### config.mk
export PLATFORM = sky130hd
export DESIGN_NAME = audio_avg_filter
export DESIGN_NICKNAME = d
export VERILOG_FILES = /design/src/rtl/audio_avg_filter.sv
export SDC_FILE = /design/constraint.sdc
export NUM_CORES = 1
export LEC_CHECK = 0
export ABC_AREA = 1
export CORE_UTILIZATION = 40
export CTS_CLUSTER_SIZE = 30
export DETAILED_ROUTE_END_ITERATION = 8
export PLACE_DENSITY = 0.63
export SLEW_MARGIN = 20
export SYNTH_ARGS = -nofsm -noshare
export SYNTH_HDL_FRONTEND = slang
export SYNTH_SLANG_ARGS = --single-unit
### constraint.sdc
create_clock -name clk -period 4.6 [get_ports clk]
set_input_delay 0.69 -clock clk [delete_from_list [all_inputs] [get_ports clk]]
set_output_delay 0.69 -clock clk [all_outputs]
set_load 0.01 [all_outputs]
### src/rtl/audio_avg_filter.sv
// Streaming moving-average low-pass filter with a runtime power-of-two window.
// A circular history buffer and a running sum give one sample per cycle; history is zeroed on (re)start.
module audio_avg_filter #(
  parameter int DATA_W   = 8,
  parameter int MAX_LOG2 = 4
) (
  input  logic              clk,
  input  logic              rst_n,
  input  logic [3:0]        win_sel,
  input  logic              in_valid,
  output logic              in_ready,
  input  logic [DATA_W-1:0] in_data,
  output logic              out_valid,
  input  logic              out_ready,
  output logic [DATA_W-1:0] out_data,
  output logic              busy
);

  localparam int DEPTH = 2 ** MAX_LOG2;
  localparam int SUM_W = DATA_W + MAX_LOG2;
  localparam int K_W   = (MAX_LOG2 < 1) ? 1 : $clog2(MAX_LOG2 + 1);
  localparam logic [MAX_LOG2-1:0] LAST_IDX = MAX_LOG2'(DEPTH - 1);
  localparam logic [MAX_LOG2-1:0] IDX_ONE  = MAX_LOG2'(1);

  typedef enum logic {
    CLEAR = 1'b0,
    RUN   = 1'b1
  } stateT;

  stateT                state;
  stateT                stateNext;
  logic [MAX_LOG2-1:0]  clrCnt;
  logic [MAX_LOG2-1:0]  wptr;
  logic [MAX_LOG2-1:0]  oldIdx;
  logic [SUM_W-1:0]     sum;
  logic [SUM_W-1:0]     sumNext;
  logic [K_W-1:0]       kR;
  logic [K_W-1:0]       kSel;
  logic [DATA_W-1:0]    hist [DEPTH];
  logic [DATA_W-1:0]    oldSample;
  logic                 winChanged;
  logic                 accept;
  logic                 xfer;

  // Requested window is clamped to the history depth.
  assign kSel       = (win_sel > 4'(MAX_LOG2)) ? K_W'(MAX_LOG2) : K_W'(win_sel);
  assign winChanged = (kSel != kR);
  assign in_ready   = (state == RUN) && !winChanged && (!out_valid || out_ready);
  assign accept     = in_valid && in_ready;
  assign xfer       = out_valid && out_ready;
  assign busy       = (state == CLEAR);

  // The entry leaving the window sits W slots behind the write pointer; W == DEPTH wraps onto wptr itself.
  assign oldIdx     = wptr - MAX_LOG2'(32'd1 << kR);
  assign oldSample  = hist[oldIdx];
  assign sumNext    = sum + SUM_W'(in_data) - SUM_W'(oldSample);

  // Next-state selection: clear sweeps the whole buffer, a window change restarts it.
  always_comb begin
    stateNext = state;
    case (state)
      CLEAR: begin
        if (clrCnt == LAST_IDX) begin
          stateNext = RUN;
        end else begin
          stateNext = CLEAR;
        end
      end
      RUN: begin
        if (winChanged) begin
          stateNext = CLEAR;
        end else begin
          stateNext = RUN;
        end
      end
      default: stateNext = CLEAR;
    endcase
  end

  // Control, running sum and output registers.
  always_ff @(posedge clk) begin
    if (!rst_n) begin
      state     <= CLEAR;
      clrCnt    <= '0;
      wptr      <= '0;
      sum       <= '0;
      kR        <= kSel;
      out_valid <= 1'b0;
      out_data  <= '0;
    end else begin
      state <= stateNext;
      case (state)
        CLEAR: begin
          clrCnt <= clrCnt + IDX_ONE;
          sum    <= '0;
          wptr   <= '0;
        end
        RUN: begin
          if (winChanged) begin
            clrCnt <= '0;
            kR     <= kSel;
          end else if (accept) begin
            sum  <= sumNext;
            wptr <= wptr + IDX_ONE;
          end else begin
            sum  <= sum;
            wptr <= wptr;
          end
        end
        default: begin
          clrCnt <= '0;
        end
      endcase

      // A pending result survives a window change until the consumer takes it.
      if (accept) begin
        out_valid <= 1'b1;
        out_data  <= DATA_W'(sumNext >> kR);
      end else if (xfer) begin
        out_valid <= 1'b0;
      end else begin
        out_valid <= out_valid;
      end
    end
  end

  // History buffer: zero sweep while clearing, sample write on accept.
  always_ff @(posedge clk) begin
    if (rst_n && (state == CLEAR)) begin
      hist[clrCnt] <= '0;
    end else if (rst_n && accept) begin
      hist[wptr] <= in_data;
    end
  end

endmodule

==> summary.md, run 1 <==
| Metric | Value |
|---|---|
| Final hold viol count | `0` |
| Vias per cell | `5.25` |
| Max cap viols | `0` |
| Core area | `19000 sq um` |
| Worst Hold End | `sum[0]` |
| TritonCTS buffer count | `17` |
| Seq. cell area | `4530 sq um` |
| Die Wd | `roughly 140 um` |
| Startpoint types | `register` |
| Slew Viols, Final | `0` |
| Mean area per synthesized cell | `between 9 and 10 sq um` |
| Slew margin rel. | `47.9%` |
| Clock skew | `0.00731 ns` |
| Main area contributors after synthesis | `edfxtp_1 (50%), nand2_1 (8.5%), dfxtp_1 (7.6%)` |
| Yosys warns | `0` |
| Clk root buf | `clkbuf_16` |
| Net Count, Synth | `856` |
| Die area | `20200 sq um` |
| RR Endpoint | `out_data[5]` |
| Vias | `~6100` |
| Die Y | `142 um` |
| Min Hold Slack | `~0.47 ns` |
| RR Startpoint | `kR[0]` |
| CP endpoint kind | `register` |
| CTS sink cnt | `~160` |
| Placed cell count | `1115` |
| Hold Crit Depth | `2` |
| Hold WC Path Type | `reg -> reg` |
| Post-synthesis register bit count | `161` |
| Lkg Pwr | `around 3.5 nW` |
| # IOs | `27` |
| Area grow syn2layout | `24.5%` |
| Leading cell type in the layout, fill and taps excluded | `nand2_1` |
| Detail-routed net length per standard cell | `around 17 um` |
| Cells after synthesis | `~810` |
| CTS tree | `done` |
| Count of cell types in the netlist | `37` |
| Peak supply drop | `0.258 mV` |
| Antenna cells | `0` |
| Layout fillers | `1725` |
| Worst-Margin Slew | `0.779 ns` |
| Max frequency | `between 200 and 250 MHz` |
| Starting density of the core | `41.4%` |
| Nets | `926` |
| Dpl ws | `-0.0139 ns` |
| Final Setup Violations | `0` |
| Post-DP HPWL | `approximately 13000 um` |
| First-pass GRT wire length | `about 30000 um` |
| Antenna violations before repair | `0` |
| Multi-input logic area | `3270 sq um` |
| Min Tclk post-route | `4.52 ns` |
| Worst setup margin | `slightly below 0.08 ns` |
| DRT Pass-1 Iters | `5` |
| Top FF cell, synth | `edfxtp_1` |
| RSZ-0062 raised after global routing | `yes` |
| Synth async-reset ratio | `0%` |
| Worst hold start | `sum[0]` |
| Sequential-to-total area share from yosys stat | `57.6%` |
| Share of cells above drive strength 1 | `between 20 and 25%` |
| Final period util | `98.3%` |
| PwrDens | `around 370 nW/um^2` |
| R2R setup slack | `a little under 0.08 ns` |
| Critical-path maximum fanout | `7` |
| Critical path required time | `4.93 ns` |
| Row count | `50` |
| Status | `complete, no violations` |
| CP Data Arrival Time | `4.85 ns` |
| Crit Path Class | `reg -> reg` |
| Maximum root-to-sink buffer count | `2` |
| Post-synth EDFFs | `about 130` |
| Cell Area, Synth | `about 8000 sq um` |
| I/O Buffers | `26` |
| Largest area contributor in the synthesized netlist | `edfxtp_1` |
| Finished Layout Cells | `1157` |
| Grt total ovfl | `0` |
| Drt initial violations | `approximately 530` |
| GRT Util Overall | `20.0%` |
| Total Wirelength | `19800 um` |
| Gp weighted congestion | `0.855` |
| Commonest non-fill, non-tap cells in the layout | `nand2_1 (165), edfxtp_1 (131), nor2_1 (79), inv_1 (56), buf_4 (51)` |
| Vias in the first global route | `5692` |
| CTS clk-pin slew, worst paths | `0.06 ns` |
| Area fraction of the dominant cell type after synthesis | `50.0%` |
| Largest net degree at the start of global routing | `65` |
| Htree depth | `4` |
| R2r worst-path depth | `27` |
| Skew-Pair Late Insertion Delay | `0.42 ns` |
| Remaining DRCs | `0` |
| DRT antenna net count | `0` |
## sequential cells by signal (all words and copies together) (netlist names)
| signal | count |
|---|---|
| out_valid | 1 |
| out_data | 8 |
| state | 1 |
| hist | 128 |
| wptr | 4 |
| kR | 3 |
| sum | 12 |
| clrCnt | 4 |
## logic make-up after synthesis
kind of cell / Yosys count / share of synthesized area, %
adder cells (fa/ha/maj): 26 / 4.99
AND/OR/NAND/NOR: 355 / 19.2
multiplexers: 4 / 0.572
flip-flops: 161 / 57.6
buffers and inverters: 105 / 5.31
XOR/XNOR: 6 / 0.668
AO/OA/AOI/OAI: 157 / 11.6
## metal layers
layer | wire length, um | vias up | global-route usage, %
li1 | - | 2967 | -
met1 | 9000 | 2909 | 27.3
met2 | 9470 | 178 | 32.7
met3 | 1030 | 26 | 2.52
met4 | 323 | 0 | 6.85
met5 | 0 | - | 0
## timing repair
action	CTS	global route
endpoints found under the hold margin	0	0
gates cloned	0	4
endpoints found under the setup margin	1	15
hold buffers	0	0
pin swaps	0	50
gates resized for setup	1	95
buffers inserted	0	6
## cell type report
type	instances	area share (%)
Clock buffer	17	4.34
Multi-Input combinational cell	548	33.4
Clock inverter	15	1.37
Tap cell	260	3.32
Sequential cell	161	46.3
Timing Repair Buffer	87	8.58
Inverter	69	2.71
## power by group
part	switching, mW	total [mW]	internal, mW
Sequential	0.00795	1.59	1.58
Clock	0.594	1.34	0.751
Combinational	0.407	0.682	0.275
Total	1.01	3.61	2.60
## critical path: stages, from the launching register on
cell      delay [ns]
edfxtp_1        0.40
inv_2           0.10
nand2_4         0.06
nor2_4          0.11
ha_2            0.19
inv_2           0.04
fa_2            0.63
clkinv_4        0.14
buf_12          0.16
buf_4           0.14
a21oi_2         0.11
a22oi_1         0.09
o21ai_1         0.17
nand2_1         0.11
nand2_2         0.10
fa_1            0.48
ha_4            0.35
nand3_1         0.13
nand3_2         0.13
nand2_1         0.08
nand2_1         0.07
nand2_1         0.11
nand3_1         0.14
nand3_2         0.11
nand3_2         0.08
nand3_1         0.06
nand2_1         0.08
inv_1           0.03
## cells in the mapped netlist (2+ instances only)
library cell and n:
a211oi_1 3, nand4_1 11, nor2_1 83, fa_1 9
nand3b_1 5, nor3_1 2, o22ai_1 16, buf_4 2
a21oi_1 54, inv_2 5, edfxtp_1 131, inv_1 63
clkbuf_1 26, o21ai_2 4, buf_2 6, a22oi_1 8
dfxtp_1 30, xor2_1 5, nand3_1 68, ha_1 17
o21ai_0 57, o211ai_1 5, mux2_2 4, nand2_1 179
a32o_1 8, nand2_2 2
## worst max path at each step
stage / end / cells after the start / startpoint / slack, ns
3_5_place_dp: out_data[3] / 25 / kR[0] / -0.01
2_1_floorplan: out_data[3] / 30 / kR[0] / 0.04
4_1_cts: out_data[3] / 26 / kR[0] / 0.01
6_report: out_data[5] / 27 / kR[0] / 0.08
5_1_grt: out_data[5] / 27 / kR[0] / -0.14
3_3_place_gp: out_data[3] / 25 / kR[1] / 0.002
## through the flow
step	power, mW	TNS (ns)	instance area, sq um	util (%)
final	3.61	0	9800	51.5
after global placement	2.15	0	8740	46.0
after global routing	3.75	-0.823	9800	51.5
after detailed placement	2.15	-0.0139	8740	46.0
after CTS	3.49	0	9300	48.9
after floorplan	1.97	0	7870	-
Note: power is estimated with default switching activity, not from simulation.
==> run 2, diff against run 1 <==
--- a/config.mk
+++ b/config.mk
@@ -10,7 +10,9 @@
 export CTS_CLUSTER_SIZE = 30
 export DETAILED_ROUTE_END_ITERATION = 8
 export PLACE_DENSITY = 0.63
+export SKIP_LAST_GASP = 1
 export SLEW_MARGIN = 20
 export SYNTH_ARGS = -nofsm -noshare
 export SYNTH_HDL_FRONTEND = slang
 export SYNTH_SLANG_ARGS = --single-unit
+export TNS_END_PERCENT = 10
==> run 2 against run 1 <==
Sequential share of layout area up 0.059 points; global-route usage unchanged; total power about the same; design area down 0.13%; worst hold slack about the same; clock power about the same; first-iteration DRC count down 6.6%; non-clock buffer count down 1; sequential power about the same; critical path type unchanged; critical endpoint is now out_data[7]; largest power group unchanged.
==> summary.md, run 2 (synthesis results as in run 1) <==
| Metric | Value |
|---|---|
| Antenna cells | `0` |
| CTS tree | `done` |
| Commonest non-fill, non-tap cells in the layout | `nand2_1 (165), edfxtp_1 (131), nor2_1 (79), inv_1 (57), buf_4 (50)` |
| CP peak stage delay | `~0.63 ns` |
| Slowest CP cell | `fa_2` |
| Hold WC Path Type | `reg -> reg` |
| Row count | `50` |
| Min Tclk post-route | `4.51 ns` |
| GRT Util Overall | `20.0%` |
| Vias in the first global route | `5692` |
| Htree depth | `4` |
| Largest register FFs | `~130` |
| I/O Buffers | `26` |
| Nets | `925` |
| # IOs | `27` |
| DRT Pass-1 Iters | `4` |
| DRT antenna net count | `0` |
| Peak supply drop | `0.261 mV` |
| Placed cell count | `1115` |
| Critical path required time | `between 4 and 5 ns` |
| Gp weighted congestion | `0.855` |
| Crit Path Class | `reg -> reg` |
| Largest net degree at the start of global routing | `65` |
| Lkg Pwr | `3.53 nW` |
| Total Wirelength | `~20000 um` |
| Dpl ws | `-0.0139 ns` |
| Maximum root-to-sink buffer count | `2` |
| Drt initial violations | `493` |
| Slew margin rel. | `about 48%` |
| Max cap viols | `0` |
| Remaining DRCs | `0` |
| Share of cells above drive strength 1 | `20.4%` |
| Die Wd | `142 um` |
| Detail-routed net length per standard cell | `17.1 um` |
| Crit path top cell by count | `nand2_1` |
| Post-layout util | `51.5%` |
| Startpoint types | `register` |
| Setup tns final | `0 ns` |
| Top flop regs | `hist x128, sum x12, out_data x8` |
| Max frequency | `222 MHz` |
| RSZ-0062 raised after global routing | `yes` |
| Clock skew | `0.00642 ns` |
| Slew Viols, Final | `0` |
| PwrDens | `~370 nW/um^2` |
| Crit path max-delay family | `adder cells` |
| CTS sink cnt | `161` |
| Skew-Pair Late Insertion Delay | `0.43 ns` |
| Leading cell type in the layout, fill and taps excluded | `nand2_1` |
| CP Data Arrival Time | `just under 5 ns` |
| Top reg by flops | `hist` |
| Critical-path maximum fanout | `7` |
| Starting density of the core | `41.4%` |
| Area grow syn2layout | `24.4%` |
| Vias per cell | `5.25` |
| TritonCTS buffer count | `17` |
| First-pass GRT wire length | `30500 um` |
| Layout fillers | `1723` |
| CTS clk-pin slew, worst paths | `about 0.060 ns` |
| Worst setup margin | `0.0939 ns` |
| Worst-Margin Slew | `0.770 ns` |
| Finished Layout Cells | `around 1200` |
| Die Y | `142 um` |
| Grt total ovfl | `0` |
| Die area | `20200 sq um` |
| Total Power | `3.61 mW` |
| Final Setup Violations | `0` |
| Vias | `about 6100` |
| Final period util | `98.0%` |
| CP endpoint kind | `register` |
| Antenna violations before repair | `0` |
| Clk root buf | `clkbuf_16` |
| Status | `complete, no violations` |
| Post-DP HPWL | `12700 um` |
| Final hold viol count | `0` |
| WP buf/inv | `6` |
| Core area | `roughly 19000 sq um` |
run 2: changes by cell type in the layout (fill, tap and decap cells not counted):
cell | previous run | this run
inv_1 | 56 | 57
nand3_1 | 43 | 44
nand3_2 | 26 | 25
inv_2 | 11 | 10
buf_4 | 51 | 50
run 2: area by class of cell:
type | count | area (sq um) | share of cell area (%)
Sequential cell | 161 | 4530 | 46.3
Multi-Input combinational cell | 548 | 3270 | 33.4
Timing Repair Buffer | 86 | 833 | 8.51
Clock buffer | 17 | 425 | 4.35
Tap cell | 260 | 325 | 3.32
Inverter | 69 | 265 | 2.71
Clock inverter | 15 | 134 | 1.37
run 2: what timing repair did:
| item | CTS | global route |
|---|---|---|
| setup buffers | 0 | 5 |
| pin swaps | 0 | 49 |
| endpoints found under the setup margin | 1 | 15 |
| gates resized for setup | 1 | 93 |
| hold buffers | 0 | 0 |
| cloned | 0 | 4 |
run 2: worst paths after layout:
check	start	to	slack (ns)	cells past startpoint
worst max-delay path	kR[0]	out_data[7]	0.09	28
worst min-delay path	sum[0]	sum[0]	0.47	2
worst max register to register	kR[0]	out_data[7]	0.09	28
worst min register to register	sum[0]	sum[0]	0.47	2
run 2: through the flow:
step | hold WS, ns | area [sq um]
final | 0.473 | 9790
after global routing | 0.490 | 9790
after CTS | 0.466 | 9300
after detailed placement | 0.456 | 8740
after global placement | 0.454 | 8740
after floorplan | 0.439 | 7870
run 2: tightest hold or removal path: stages, from the launching register on:
cell and delay [ns]:
dfxtp_1 0.31, nand2_1 0.06, a21oi_1 0.06
run 2: power breakdown:
group	internal (mW)	total, mW	switching, mW
clock	0.751	1.35	0.598
combinational	0.274	0.680	0.406
sequential	1.58	1.58	0.00776
total	2.60	3.61	1.01
run 2: metal layers:
layer | global-route usage [%] | vias up | part of all wire [%]
met3 | 2.52 | 30 | 4.5
met1 | 27.3 | 2912 | 46
li1 | - | 2964 | -
met5 | 0 | - | 0
met4 | 6.85 | 0 | 1.8
met2 | 32.7 | 165 | 48
==> run 3, diff against run 2 <==
--- a/config.mk
+++ b/config.mk
@@ -11,7 +11,6 @@
 export DETAILED_ROUTE_END_ITERATION = 8
 export PLACE_DENSITY = 0.63
 export SKIP_LAST_GASP = 1
-export SLEW_MARGIN = 20
 export SYNTH_ARGS = -nofsm -noshare
 export SYNTH_HDL_FRONTEND = slang
 export SYNTH_SLANG_ARGS = --single-unit
==> results of run 3 <==
The final DEF is identical to that of run 2; final timing and power are the same.
